### config.mk
export PLATFORM = sky130hd
export DESIGN_NAME = core_sequencer
export DESIGN_NICKNAME = d
export VERILOG_FILES = /design/src/rtl/core_sequencer.sv
export SDC_FILE = /design/constraint.sdc
export NUM_CORES = 1
export LEC_CHECK = 0
export ABC_AREA = 0
export BUFFER_PORTS_ARGS = -buffer_cell sky130_fd_sc_hd__buf_2
export CAP_MARGIN = 20
export CORE_MARGIN = 2
export CORE_UTILIZATION = 55
export CTS_CLUSTER_SIZE = 10
export DETAILED_ROUTE_END_ITERATION = 12
export HOLD_SLACK_MARGIN = 0.15
export PLACE_DENSITY = 0.86
export SLEW_MARGIN = 20
export SYNTH_ARGS = -nofsm -noshare
export SYNTH_HDL_FRONTEND = slang
export SYNTH_SLANG_ARGS = --single-unit
### constraint.sdc
create_clock -name clk -period 5.7 [get_ports clk]
set_clock_uncertainty 0.2 [all_clocks]
set_input_delay 1.14 -clock clk [delete_from_list [all_inputs] [get_ports clk]]
set_output_delay 1.14 -clock clk [all_outputs]
set_load 0.03 [all_outputs]
### src/rtl/core_sequencer.sv
// core_sequencer: multi-cycle fetch/exec/load/fpu/store/write control FSM with run/halt and retire count.
// Optional FPU watchdog is compiled in when SEQ_FPU_TIMEOUT_EN is defined.
module core_sequencer #(
    parameter int unsigned FETCH_LAT   = 1,
    parameter int unsigned LOAD_LAT    = 2,
    parameter int unsigned FPU_TIMEOUT = 255
) (
    input  logic        clk,
    input  logic        rstn,
    input  logic        run,
    input  logic        halt_req,
    input  logic        ex_load,
    input  logic        ex_store,
    input  logic        ex_fpu,
    input  logic        ex_wb,
    input  logic        fpu_done,
    output logic        fetch_en,
    output logic        exec_en,
    output logic        mem_we,
    output logic        fpu_start,
    output logic        wb_en,
    output logic [1:0]  wb_sel,
    output logic [2:0]  state,
    output logic        busy,
    output logic        err,
    output logic [31:0] instr_cnt
);

    typedef enum logic [2:0] {
        S_IDLE  = 3'd0,
        S_FETCH = 3'd1,
        S_EXEC  = 3'd2,
        S_LOAD  = 3'd3,
        S_FPU   = 3'd4,
        S_STORE = 3'd5,
        S_WRITE = 3'd6,
        S_HALT  = 3'd7
    } state_e;

    // One shared latency counter, sized to also cover the FPU watchdog limit.
    localparam int unsigned MAX_LAT = (FETCH_LAT > LOAD_LAT) ? FETCH_LAT : LOAD_LAT;
    localparam int unsigned MAX_CNT = (FPU_TIMEOUT > MAX_LAT) ? FPU_TIMEOUT : MAX_LAT;
    localparam int unsigned CNT_W   = $clog2(MAX_CNT + 1);

    localparam logic [CNT_W-1:0] FETCH_LAST = CNT_W'(FETCH_LAT - 1);
    localparam logic [CNT_W-1:0] LOAD_LAST  = CNT_W'(LOAD_LAT - 1);
`ifdef SEQ_FPU_TIMEOUT_EN
    localparam logic [CNT_W-1:0] FPU_LAST   = CNT_W'(FPU_TIMEOUT - 1);
`endif

    state_e           state_q, state_d;
    logic [CNT_W-1:0] lat_q, lat_d;
    logic             halt_pend_q, halt_pend_d;
    logic             err_q, err_d;
    logic [31:0]      cnt_q, cnt_d;
    logic [1:0]       wb_sel_q, wb_sel_d;
    logic             wb_pend_q, wb_pend_d;
    logic             fpu_first_q, fpu_first_d;
    logic             boundary;
    logic             multi_op;

    assign busy     = (state_q != S_IDLE) && (state_q != S_HALT);
    assign multi_op = (ex_load & ex_fpu) | (ex_load & ex_store) | (ex_fpu & ex_store);

    always_comb begin
        state_d     = state_q;
        lat_d       = lat_q;
        halt_pend_d = halt_pend_q;
        err_d       = err_q;
        cnt_d       = cnt_q;
        wb_sel_d    = wb_sel_q;
        wb_pend_d   = wb_pend_q;
        fpu_first_d = 1'b0;
        boundary    = 1'b0;

        case (state_q)
            S_IDLE: begin
                if (run) state_d = S_FETCH;
            end
            S_HALT: begin
                if (run && !halt_req) state_d = S_FETCH;
            end
            S_FETCH: begin
                if (lat_q == FETCH_LAST) begin
                    lat_d   = '0;
                    state_d = S_EXEC;
                end else begin
                    lat_d = lat_q + 1'b1;
                end
            end
            S_EXEC: begin
                if (ex_load) begin
                    state_d   = S_LOAD;
                    wb_sel_d  = 2'd1;
                    wb_pend_d = 1'b1;
                end else if (ex_fpu) begin
                    state_d     = S_FPU;
                    wb_sel_d    = 2'd2;
                    wb_pend_d   = 1'b1;
                    fpu_first_d = 1'b1;
                end else begin
                    state_d   = ex_store ? S_STORE : S_WRITE;
                    wb_sel_d  = 2'd0;
                    wb_pend_d = ex_wb;
                end
                if (multi_op) err_d = 1'b1;
            end
            S_LOAD: begin
                if (lat_q == LOAD_LAST) begin
                    lat_d   = '0;
                    state_d = S_WRITE;
                end else begin
                    lat_d = lat_q + 1'b1;
                end
            end
            S_FPU: begin
                // fpu_done coinciding with the launch cycle belongs to nothing we issued.
                if (!fpu_first_q && fpu_done) begin
                    lat_d   = '0;
                    state_d = S_WRITE;
                end
`ifdef SEQ_FPU_TIMEOUT_EN
                else if (lat_q == FPU_LAST) begin
                    lat_d     = '0;
                    state_d   = S_WRITE;
                    err_d     = 1'b1;
                    wb_pend_d = 1'b0;
                end else begin
                    lat_d = lat_q + 1'b1;
                end
`endif
            end
            S_STORE: boundary = 1'b1;
            S_WRITE: boundary = 1'b1;
            default: state_d = S_IDLE;
        endcase

        if (busy && !boundary) halt_pend_d = halt_pend_q | halt_req;

        if (boundary) begin
            cnt_d       = cnt_q + 32'd1;
            halt_pend_d = 1'b0;
            state_d     = (halt_pend_q || halt_req) ? S_HALT : S_FETCH;
        end
    end

    always_ff @(posedge clk or negedge rstn) begin
        if (!rstn) begin
            state_q     <= S_IDLE;
            lat_q       <= '0;
            halt_pend_q <= 1'b0;
            err_q       <= 1'b0;
            cnt_q       <= '0;
            wb_sel_q    <= 2'd0;
            wb_pend_q   <= 1'b0;
            fpu_first_q <= 1'b0;
        end else begin
            state_q     <= state_d;
            lat_q       <= lat_d;
            halt_pend_q <= halt_pend_d;
            err_q       <= err_d;
            cnt_q       <= cnt_d;
            wb_sel_q    <= wb_sel_d;
            wb_pend_q   <= wb_pend_d;
            fpu_first_q <= fpu_first_d;
        end
    end

    assign state     = state_q;
    assign fetch_en  = (state_q == S_FETCH) && (lat_q == FETCH_LAST);
    assign exec_en   = (state_q == S_EXEC);
    assign mem_we    = (state_q == S_STORE);
    assign fpu_start = (state_q == S_FPU) && fpu_first_q;
    assign wb_en     = (state_q == S_WRITE) && wb_pend_q;
    assign wb_sel    = wb_sel_q;
    assign err       = err_q;
    assign instr_cnt = cnt_q;

endmodule

-- Yosys cells after proc, flatten, opt, wreduce, memory -nomap -nowiden
Index checks and enable logic that the tools add are counted.
- add/subtract/negate cells: 2
- equal/unequal tests: 15
- muxes and demuxes: 25
- bitwise gates (word level): 6
- reductions and logical operators: 21
- operators by type and width (cell ; number):
    $add 32x1->32 const B ; 1
    $mux 3 ; 8
    $mux 8 ; 3
    $pmux 8 s3 ; 1
    $ne 3x3->1 const B ; 6
    $pmux 3 s6 ; 1
    $eq 3x3->1 const B ; 4
    $add 8x1->8 const B ; 1
    $eq 8x1->1 const B ; 1
    $logic_not 8->1 ; 1
    $mux 1 ; 8
    $mux 2 ; 4
    $logic_and 1x1->1 ; 7
    $reduce_bool 7->1 ; 1
    $eq 3x2->1 const B ; 2
    $reduce_and 6->1 ; 1
    $reduce_bool 3->1 ; 2
    $reduce_and 2->1 ; 2
    $and 1x1->1 ; 3
    $eq 3x1->1 const B ; 1
    $logic_not 1->1 ; 3
    $logic_not 3->1 ; 1
    $or 1x1->1 ; 3
    $ne 2x2->1 const B ; 1
    3 further kinds ; 3
- register bits after elaboration: 49
- input port bits: 9
- output and inout port bits: 44
- word-level logic and storage cells: 77

-- Logic depth before layout (Yosys ltp)
Gate-level depths: netlist (run 1).
- depth after elaboration: 7
- depth in mapped cells: 7
- depth with buffers taken out: 6

-- Worst setup path after synthesis (run 1)
No wires, ideal clock.
- path kind: register to output
- from: reg lat_q[4]
- to: out fetch_en
- arrival: 2.026 ns
- data required time: 4.360 ns
- setup slack: 2.334 ns
- cell stages (with the launch flop): 4
- buffers on the path: 0
- path through: dfrtp_1 or4_1 nor3_2 nor4bb_1
- cells in the longest elaborated chain, start to end: 2
- ends and longest elaborated chain (element ; RTL line ; text):
    start: declaration ; 52 ; logic [CNT_W-1:0] lat_q, lat_d;
    start signal: assignment ; 159 ; lat_q <= lat_d;
    $logic_not 8->1 ; 170 ; assign fetch_en = (state_q == S_FETCH) && (lat_q == FETCH_LAST);
    $logic_and 1x1->1 ; 170 ;
    end: declaration ; 17 ; output logic fetch_en,
No other way between the ends.

-- Final worst setup path (run 1)
Ends and elaborated chain as after synthesis.

==> impl_results.md, run 1 <==
- Run status: complete, no violations
- Tmin final: 3.34 ns
- WL/cell: 14.2 um
- Die W: 70.9 um
- Synth cell count leaders: 49 x dfrtp_1, 22 x xnor2_1, 19 x nor2_1, 16 x xor2_1
- GR Util met1: 27.6%
- Worst-path clk slew: 0.08 ns
- Max-slew violations: 0
- Pin count of the biggest net entering global routing: 50
- Gpl congestion: 0.821
- Maxcap violations: 0
- Largest family of logic cells by synthesized area: simple AND/OR/NAND/NOR gates
- Met2 usage: 31.5%
- HPWL Detailed: about 3.5 mm
- First-pass GRT wire length: 7.98 mm
- Setup Viol. Count Final: 0
- Worst Max-Slew Pin Slew: 0.910 ns
- Yosys Warn Count: 0
- Top cell family by delay on the critical path: simple AND/OR/NAND/NOR gates
- Worst setup path class: register to primary output
- Hold_buf cts: 0
- Hold crit path type: register to register
- # IOs: 53
- #FFs+latches synth: 49
- Starting DRC count in detailed routing: 57
- Skew-Pair Late Insertion Delay: 0.30 ns
- VDD IR max: ~0.00012 V
- Via-to-Cell Ratio: 5.61
- EDFF count, synth: 0
- Synth Area in Adders: 2.03%
- Period utilization: between 50% and 60%
- CTS tree: yes
- CTS buffer count: 5
- Port Buffers: between 50 and 60
- Initial antenna violation count: 0
- Remaining antenna violation count: 0
- Final Net Count: 301
- CP Max Fanout: 4
- CP startpoint kind: register
- Primary FF master, synth: dfrtp_1
- Finished Layout Cells: 341
- Router iterations before antenna repair: 4
- Worst Path Arrival: 2.00 ns
- H-tree Lvls: 2
- Worst Setup End Kind: primary output
- Vias: about 1,900
- Core area: 4320 sq um
- CP Cell Sequence: or4_1 > nor3_2 > nor4bb_1 > buf_2
- Crit-path max cell delay: between 0.5 and 0.6 ns
- Post-CTS sizing: 0
- Min Hold Slack: between 0.2 and 0.3 ns
- Worst r2r path cells: 5
- Syn nets: 251
- Starting Density: 57.0%
- Die height: 70.9 um
- P&R area growth vs syn: 16.4%
- Synth top area share: between 40% and 50%
- Area of the multi-input gates: 1160 sq um
- Hold endpoint: err
- CTS sink cnt: 49
- Top cells by area, synth: dfrtp_1 50%, xnor2_1 7.8%, xor2_1 5.7%
- Worst r2r src: state[1]
- Share of cells above drive strength 1: 23.9%
- Peak Freq: 299 MHz
- CP Buf/Inv Count: 1
- TNS Setup: 0 ns
- Pwr per Cell Area: about 210 nW/um^2
- Clock buffer depth: 2
- Leakage power total: 1.49 nW
- Final WL: slightly below 5 mm
- Syn Area/Cell: 10.4 sq um
- Slowest cell on the critical path: or4_1
- Synthesized instance count: 238
- Reg-to-reg endpoint: instr_cnt[29]
- Area fraction in compound gates after synthesis: under 10%
- HP Start: err
- FP Rows: 24
- Fillcell total: 363
- DRC Markers: 0
- Global route overflow: 0
- Gr usage total: between 10% and 20%
- Register area share after synthesis: 49.7%
- Slew HR: 38.8%
- Placed cells: 333
- Post-CTS setup buffer count: 0
- Vias in the first global route: 1,749
- Post-synthesis xor/xnor area fraction: 13.5%
- Antenna fix cells: 0
- Hold Path Depth: 1
- GR peak layer: met2
- R2R setup slack: 3.23 ns
- Mapped cell area: 2460 sq um
- Post-synthesis simple-gate area fraction: 23.9%
- Die area: around 5000 sq um
- Worst Path Required: between 4 and 5 ns
- Fin. Hold Viols: 0
- RSZ-0062 raised after global routing: no
- Clk root buf: clkbuf_8
- Async SR Flop Fraction: 100%
- Util after Layout: 66.3%
- Met3 usage: under 10%
- Multiplexer share of the synthesized area: 1.78%
- Register Area: 1230 sq um
- Synth cell types: 41
- Most frequent cell after synthesis: dfrtp_1
- Synth area leader: dfrtp_1
[registers in the layout, indices dropped and copies added, names as in the netlist]
name,cells
halt_pend_q,1
fpu_first_q,1
wb_sel,2
lat_q,8
wb_pend_q,1
err,1
state,3
instr_cnt,32
[routing by layer]
layer | up-vias | wire, um
li1 | 928 | -
met1 | 926 | 2210
met5 | - | 0
met2 | 52 | 2340
met3 | 7 | 235
met4 | 0 | 53
[where the power goes]
part | internal, mW | leakage, nW | switching [mW]
Clock | 0.132 | 0.0554 | 0.116
Sequential | 0.347 | 0.640 | 0.0000000000000000155
Combinational | 0.00389 | 0.792 | 0.00985
Total | 0.483 | 1.49 | 0.126
[worst reg2reg max path, cell delays in order, from the launching register on]
cell and delay [ns]:
dfrtp_1 0.75, xor2_1 0.27, nor4b_2 0.36, nand4_1 0.35, nor3_1 0.28, xor2_1 0.18
[cells by family (layout without fill, tap and decap cells)]
logic type / Yosys count / after routing
AO/OA/AOI/OAI: 22 / 22
XOR/XNOR: 38 / 38
multiplexers: 4 / 4
AND/OR/NAND/NOR: 101 / 101
buffers and inverters: 20 / 71
flip-flops: 49 / 49
adder cells (fa/ha/maj): 4 / 4
[metrics by stage]
step / power, mW / cell area [sq um] / setup slack (ns)
finish: 0.609 / 2870 / 2.36
floorplan: 0.357 / 2460 / 2.33
global placement: 0.368 / 2760 / 2.77
detailed placement: 0.368 / 2760 / 2.69
global route: 0.628 / 2870 / 2.30
CTS: 0.614 / 2870 / 2.36
[placed cells by master (no fill, tap or decap), types with 2 or more instances in the layout]
cell type and n:
nand3_1 15, xnor2_1 22, nor2_1 19, a21o_1 2
nand2b_1 5, nand2_1 14, and2_1 4, or4_1 2
and4_1 3, xor2_1 16, a21oi_1 4, nor3b_1 3
ha_1 4, nor3_1 4, dfrtp_1 49, nand4_1 15
o21ai_0 6, clkbuf_8 5, buf_2 51, mux2_2 3
inv_1 11, and3_1 9
[layout make-up]
class | instances | share of cell area [%]
Clock inverter | 2 | 1.35
Tap cell | 52 | 2.27
Sequential cell | 49 | 42.7
Timing Repair Buffer | 52 | 9.16
Clock buffer | 6 | 2.53
Multi-Input combinational cell | 169 | 40.5
Inverter | 11 | 1.44
[how the worst max path moves through the flow]
stage / cells after the start / startpoint / end / slack, ns
floorplan: 3 / lat_q[4] / fetch_en / 2.33
global placement: 4 / lat_q[4] / fetch_en / 2.77
detailed placement: 4 / lat_q[4] / fetch_en / 2.69
CTS: 4 / lat_q[4] / fetch_en / 2.36
global route: 4 / lat_q[4] / fetch_en / 2.30
finish: 4 / lat_q[4] / fetch_en / 2.36
(Power assumes the default switching activity.)
==> run 2: changes to the inputs <==
CORE_UTILIZATION = 54   (was 55)
PLACE_DENSITY = 0.85   (was 0.86)
clock period = 3.3 ns   (was 5.7 ns; I/O delays follow)
==> impl_results.md, run 2 (synthesis gave the netlist of run 1 again) <==
- Run status: complete, no violations
- Gr usage total: between 20 and 25%
- Die area: 5120 sq um
- Starting Density: 56.2%
- WL/cell: about 14 um
- Worst Setup End Kind: primary output
- Share of cells above drive strength 1: 23.8%
- Worst Path Required: approximately 2.4 ns
- CP Cell Sequence: or4_1 > nor3_2 > nor4bb_1 > buf_2
- Port Buffers: 52
- Placed cells: 334
- Global route overflow: 0
- Worst setup path class: register to primary output
- Clk root buf: clkbuf_8
- RSZ-0062 raised after global routing: no
- H-tree Lvls: 2
- DRC Markers: 0
- FP Rows: 24
- Tmin final: roughly 2.8 ns
- Via-to-Cell Ratio: 5.63
- Period utilization: between 80% and 90%
- First-pass GRT wire length: about 8.3 mm
- Leakage power total: 1.47 nW
- Core area: between 4000 and 5000 sq um
- Worst r2r path cells: 5
- Max-slew violations: 0
- CTS sink cnt: 49
- Pwr per Cell Area: approximately 340 nW/um^2
- Peak Freq: 359 MHz
- Initial antenna violation count: 0
- Router iterations before antenna repair: 4
- Critical Path Start: lat_q[4]
- Worst Path Arrival: 1.93 ns
- Slowest cell on the critical path: or4_1
- # IOs: 53
- Fin. Hold Viols: 0
- Vias: 1,924
- Worst Max-Slew Pin Slew: 0.938 ns
- Final WS setup: 0.511 ns
- Slew HR: 37.0%
- Hold_buf cts: 0
- R2R setup slack: 0.88 ns
- Max reg flops: 32
- Die height: 71.6 um
- Antenna fix cells: 0
- Finished Layout Cells: 342
- Reg-to-reg endpoint: instr_cnt[29]
- P&R area growth vs syn: 15.5%
- Pin count of the biggest net entering global routing: 29
- Hold crit path type: input port to asynchronous set/reset pin
- HPWL Detailed: 3.42 mm
- Skew-Pair Late Insertion Delay: between 0.3 and 0.4 ns
- Setup Viol. Count Final: 0
- CP startpoint kind: register
- Starting DRC count in detailed routing: about 110
- Vias in the first global route: 1,851
- Die W: 71.6 um
- Gpl congestion: ~0.87
- Most frequent cells in the layout: 52 x buf_2, 49 x dfrtp_1, 22 x xnor2_1
- Post-CTS sizing: 0
- TNS Setup: 0 ns
- Worst-path clk slew: 0.09 ns
- Maxcap violations: 0
- Commonest non-fill, non-tap cell in the layout: buf_2
- Crit path capture: fetch_en
- CTS buffer count: 5
- Crit-path max cell delay: 0.54 ns
- Area post-placement: roughly 2800 sq um
- Post-CTS setup buffer count: 0
- Pre-CTS setup slack: 0.866 ns
- Final WL: 4.80 mm
- Final instance area: 2850 sq um
- CTS tree: yes
- CP Max Fanout: 4
- Final Net Count: 302
- Util after Layout: 64.9%
- VDD IR max: 0.000233 V
- Clock buffer depth: 2
- Worst r2r src: state[1]
- Remaining antenna violation count: 0
-- run 2: changes by cell type in the layout (fill, tap and decap cells not counted), sizes merged --
cell      delta
clkinvlp     +1
clkinv       -1
clkbuf       +1
buf          +1
bufinv       -1
-- run 2: routing by layer --
metal | up-vias | track usage (%) | share of wire [%]
met2 | 46 | 31.3 | 46
met4 | 0 | 11.1 | 1.8
met5 | - | 0 | 0
li1 | 932 | - | -
met3 | 10 | 3.66 | 4.5
met1 | 936 | 28.8 | 47
-- run 2: area by class of cell --
cell class / count / area [sq um]
fill: 356 / 1540
sequential: 49 / 1230
multi-input combinational: 169 / 1160
timing repair buffer: 53 / 268
clock buffer: 7 / 76.3
tap: 52 / 65.1
inverter: 11 / 41.3
clock inverter: 1 / 7.51
-- run 2: worst min-delay path by stage --
| stage | slack, ns | end |
|---|---|---|
| global placement | 0.24 | err |
| floorplan | 0.16 | err |
| CTS | 0.17 | instr_cnt[9] |
| finish | 0.15 | instr_cnt[9] |
| global route | 0.21 | instr_cnt[9] |
| detailed placement | 0.24 | err |
-- run 2: critical path: cells and delay by family, from the launching register on --
family,cells,cell delay (ns)
and+or+nand+nor,3,0.96
buffers and inverters,1,0.24
DFF,1,0.42
-- run 2: stage by stage --
| stage | hold slack (ns) | power, mW |
|---|---|---|
| after floorplan | 0.164 | 0.617 |
| after global placement | 0.239 | 0.637 |
| after detailed placement | 0.241 | 0.637 |
| after CTS | 0.173 | 0.985 |
| after global routing | 0.206 | 1.01 |
| final | 0.151 | 0.972 |
-- run 2: power breakdown --
group	internal (mW)	switching [mW]
sequential	0.600	0.0000000000000000234
combinational	0.00713	0.0171
clock	0.150	0.198
==> run 3: changes to the inputs <==
CORE_UTILIZATION = 49   (was 54)
PLACE_DENSITY = 0.82   (was 0.85)
clock period = 2.4 ns   (was 3.3 ns; I/O delays follow)
==> impl_results.md, run 3 (synthesis gave the netlist of run 1 again) <==
- R2R setup slack: 0.22 ns
- Worst Max-Slew Pin Slew: about 0.89 ns
- Finished Layout Cells: approximately 370
- Pwr per Cell Area: between 400 and 500 nW/um^2
- Final Net Count: 312
- Router iterations before antenna repair: 4
- Worst r2r path cells: 5
- Worst-path clk slew: about 0.09 ns
- Remaining antenna violation count: 0
- DRC Markers: 0
- Skew-Pair Late Insertion Delay: 0.30 ns
- HPWL Detailed: 3.65 mm
- CP Cell Sequence: or4_4 > nor3_4 > nor4bb_4 > buf_6
- CP startpoint kind: register
- RSZ-0062 raised after global routing: yes
- Placed cells: 354
- Hold crit path type: input port to register
- CTS sink cnt: 49
- Final WL: 4.96 mm
- Clock buffer depth: 2
- Util after Layout: 62.4%
- Worst Path Required: 1.72 ns
- Starting Density: between 50 and 60%
- Starting DRC count in detailed routing: 58
- Clk root buf: clkbuf_8
- WL met2: roughly 2.4 mm
- CTS buffer count: 5
- Leakage power total: 1.52 nW
- CTS tree: yes
- Final instance area: 2990 sq um
- HP Start: ex_wb
- Pre-CTS setup slack: 0.112 ns
- Hold endpoint: wb_pend_q
- Gpl congestion: 0.806
- VDD IR max: ~0.00048 V
- Uppermost layer routed: met4
- CP Max Fanout: 2
- Failing checks: setup timing
- Share of cells above drive strength 1: between 20 and 30%
- Max reg flops: 32
- Die area: 5610 sq um
- Top cell family by delay on the critical path: simple AND/OR/NAND/NOR gates
- Via-to-Cell Ratio: 5.34
- Vias: 1,961
- Setup Viol. Count Final: 1
- WL/cell: 13.5 um
- Metal3 WL: 214 um
- Initial antenna violation count: 0
- # IOs: 53
- Most frequent cells in the layout: 51 x buf_2, 49 x dfrtp_1, 22 x xnor2_1
- Port Buffers: 52
- Fin. Hold Viols: 0
- Slew HR: around two fifths
- Peak Freq: between 400 and 500 MHz
- Reg-to-reg endpoint: instr_cnt[29]
- DRT met1 WL: 2.28 mm
- Pin count of the biggest net entering global routing: 22
- Run status: finished, violations left
- First-pass GRT wire length: 8.54 mm
- Die W: about 75 um
- Fillcell total: between 300 and 400
- Antenna fix cells: 0
- Maxcap violations: 0
- H-tree Lvls: 2
- Area post-placement: approximately 2800 sq um
- Max-slew violations: 0
- Crit-path max cell delay: around 0.53 ns
- Worst Path Arrival: 1.77 ns
- Global route overflow: 0
- CP Buf/Inv Count: 1
- Worst Setup End Kind: primary output
- Core area: 4790 sq um
- Vias in the first global route: 1,855
- Period utilization: 102%
- P&R area growth vs syn: 21.1%
- Die height: 74.9 um
- Hold Path Depth: 3
- Gr usage total: 19.6%
- Commonest non-fill, non-tap cell in the layout: buf_2
- Worst r2r src: state[2]
- Tmin final: 2.45 ns
- Slowest cell on the critical path: or4_4
- FP Rows: 25
- Final WS setup: -0.0544 ns
- Worst setup path class: register to primary output
-- run 3: cell types whose count changed in the layout (fill, tap and decap cells not counted), sizes merged --
cell / before / now
inv: 11 / 12
dlygate4sd3: 0 / 1
clkinv: 0 / 1
buf: 53 / 62
clkbuf: 7 / 5
-- run 3: worst max path at each step --
stage	endpoint	cells past startpoint	from	slack [ns]
final	fetch_en	4	lat_q[4]	-0.05
after global routing	fetch_en	4	lat_q[4]	-0.13
after CTS	fetch_en	4	lat_q[4]	-0.14
after detailed placement	fetch_en	4	lat_q[4]	0.11
after global placement	fetch_en	4	lat_q[4]	0.15
after floorplan	fetch_en	3	lat_q[4]	-0.008
-- run 3: power breakdown --
part                  switching [mW]  internal [mW]
clock network                  0.279          0.207
logic                         0.0245         0.0120
registers      0.0000000000000000387          0.825
total                          0.304           1.04
-- run 3: through the flow --
stage	setup TNS, ns	total power [mW]	hold WS (ns)
floorplan	-0.0125	0.849	-0.0156
global placement	0	0.877	0.231
detailed placement	0	0.877	0.231
CTS	-0.139	1.37	0.242
global route	-0.127	1.40	0.266
finish	-0.0544	1.35	0.241
-- run 3: cell type report --
class,count,area (sq um),area share [%]
Tap cell,67,83.8,2.81
Inverter,11,41.3,1.38
Clock buffer,5,68.8,2.31
Timing Repair Buffer,63,352,11.8
Multi-Input combinational cell,169,1190,39.9
Sequential cell,49,1230,41.1
Clock inverter,3,21.3,0.712
-- run 3: tightest hold or removal path: stages --
cell	delay [ns]
buf_2	0.07
nor3_1	0.03
a21oi_1	0.12
-- run 3: what timing repair did --
| action | in CTS | in global routing |
|---|---|---|
| hold buffers | 1 | 0 |
| resized for setup | 3 | 2 |
| buffers inserted | 3 | 1 |
| endpoints found under the hold margin | 15 | 0 |
| pin swaps | 1 | 2 |
| setup endpoints to repair | 1 | 1 |
-- run 3: layer usage --
| metal | vias to the layer above | global-route usage [%] |
|---|---|---|
| met5 | - | 0 |
| met4 | 0 | 6.15 |
| met3 | 8 | 3.75 |
| met2 | 43 | 31.6 |
| met1 | 956 | 27.1 |
| li1 | 954 | - |
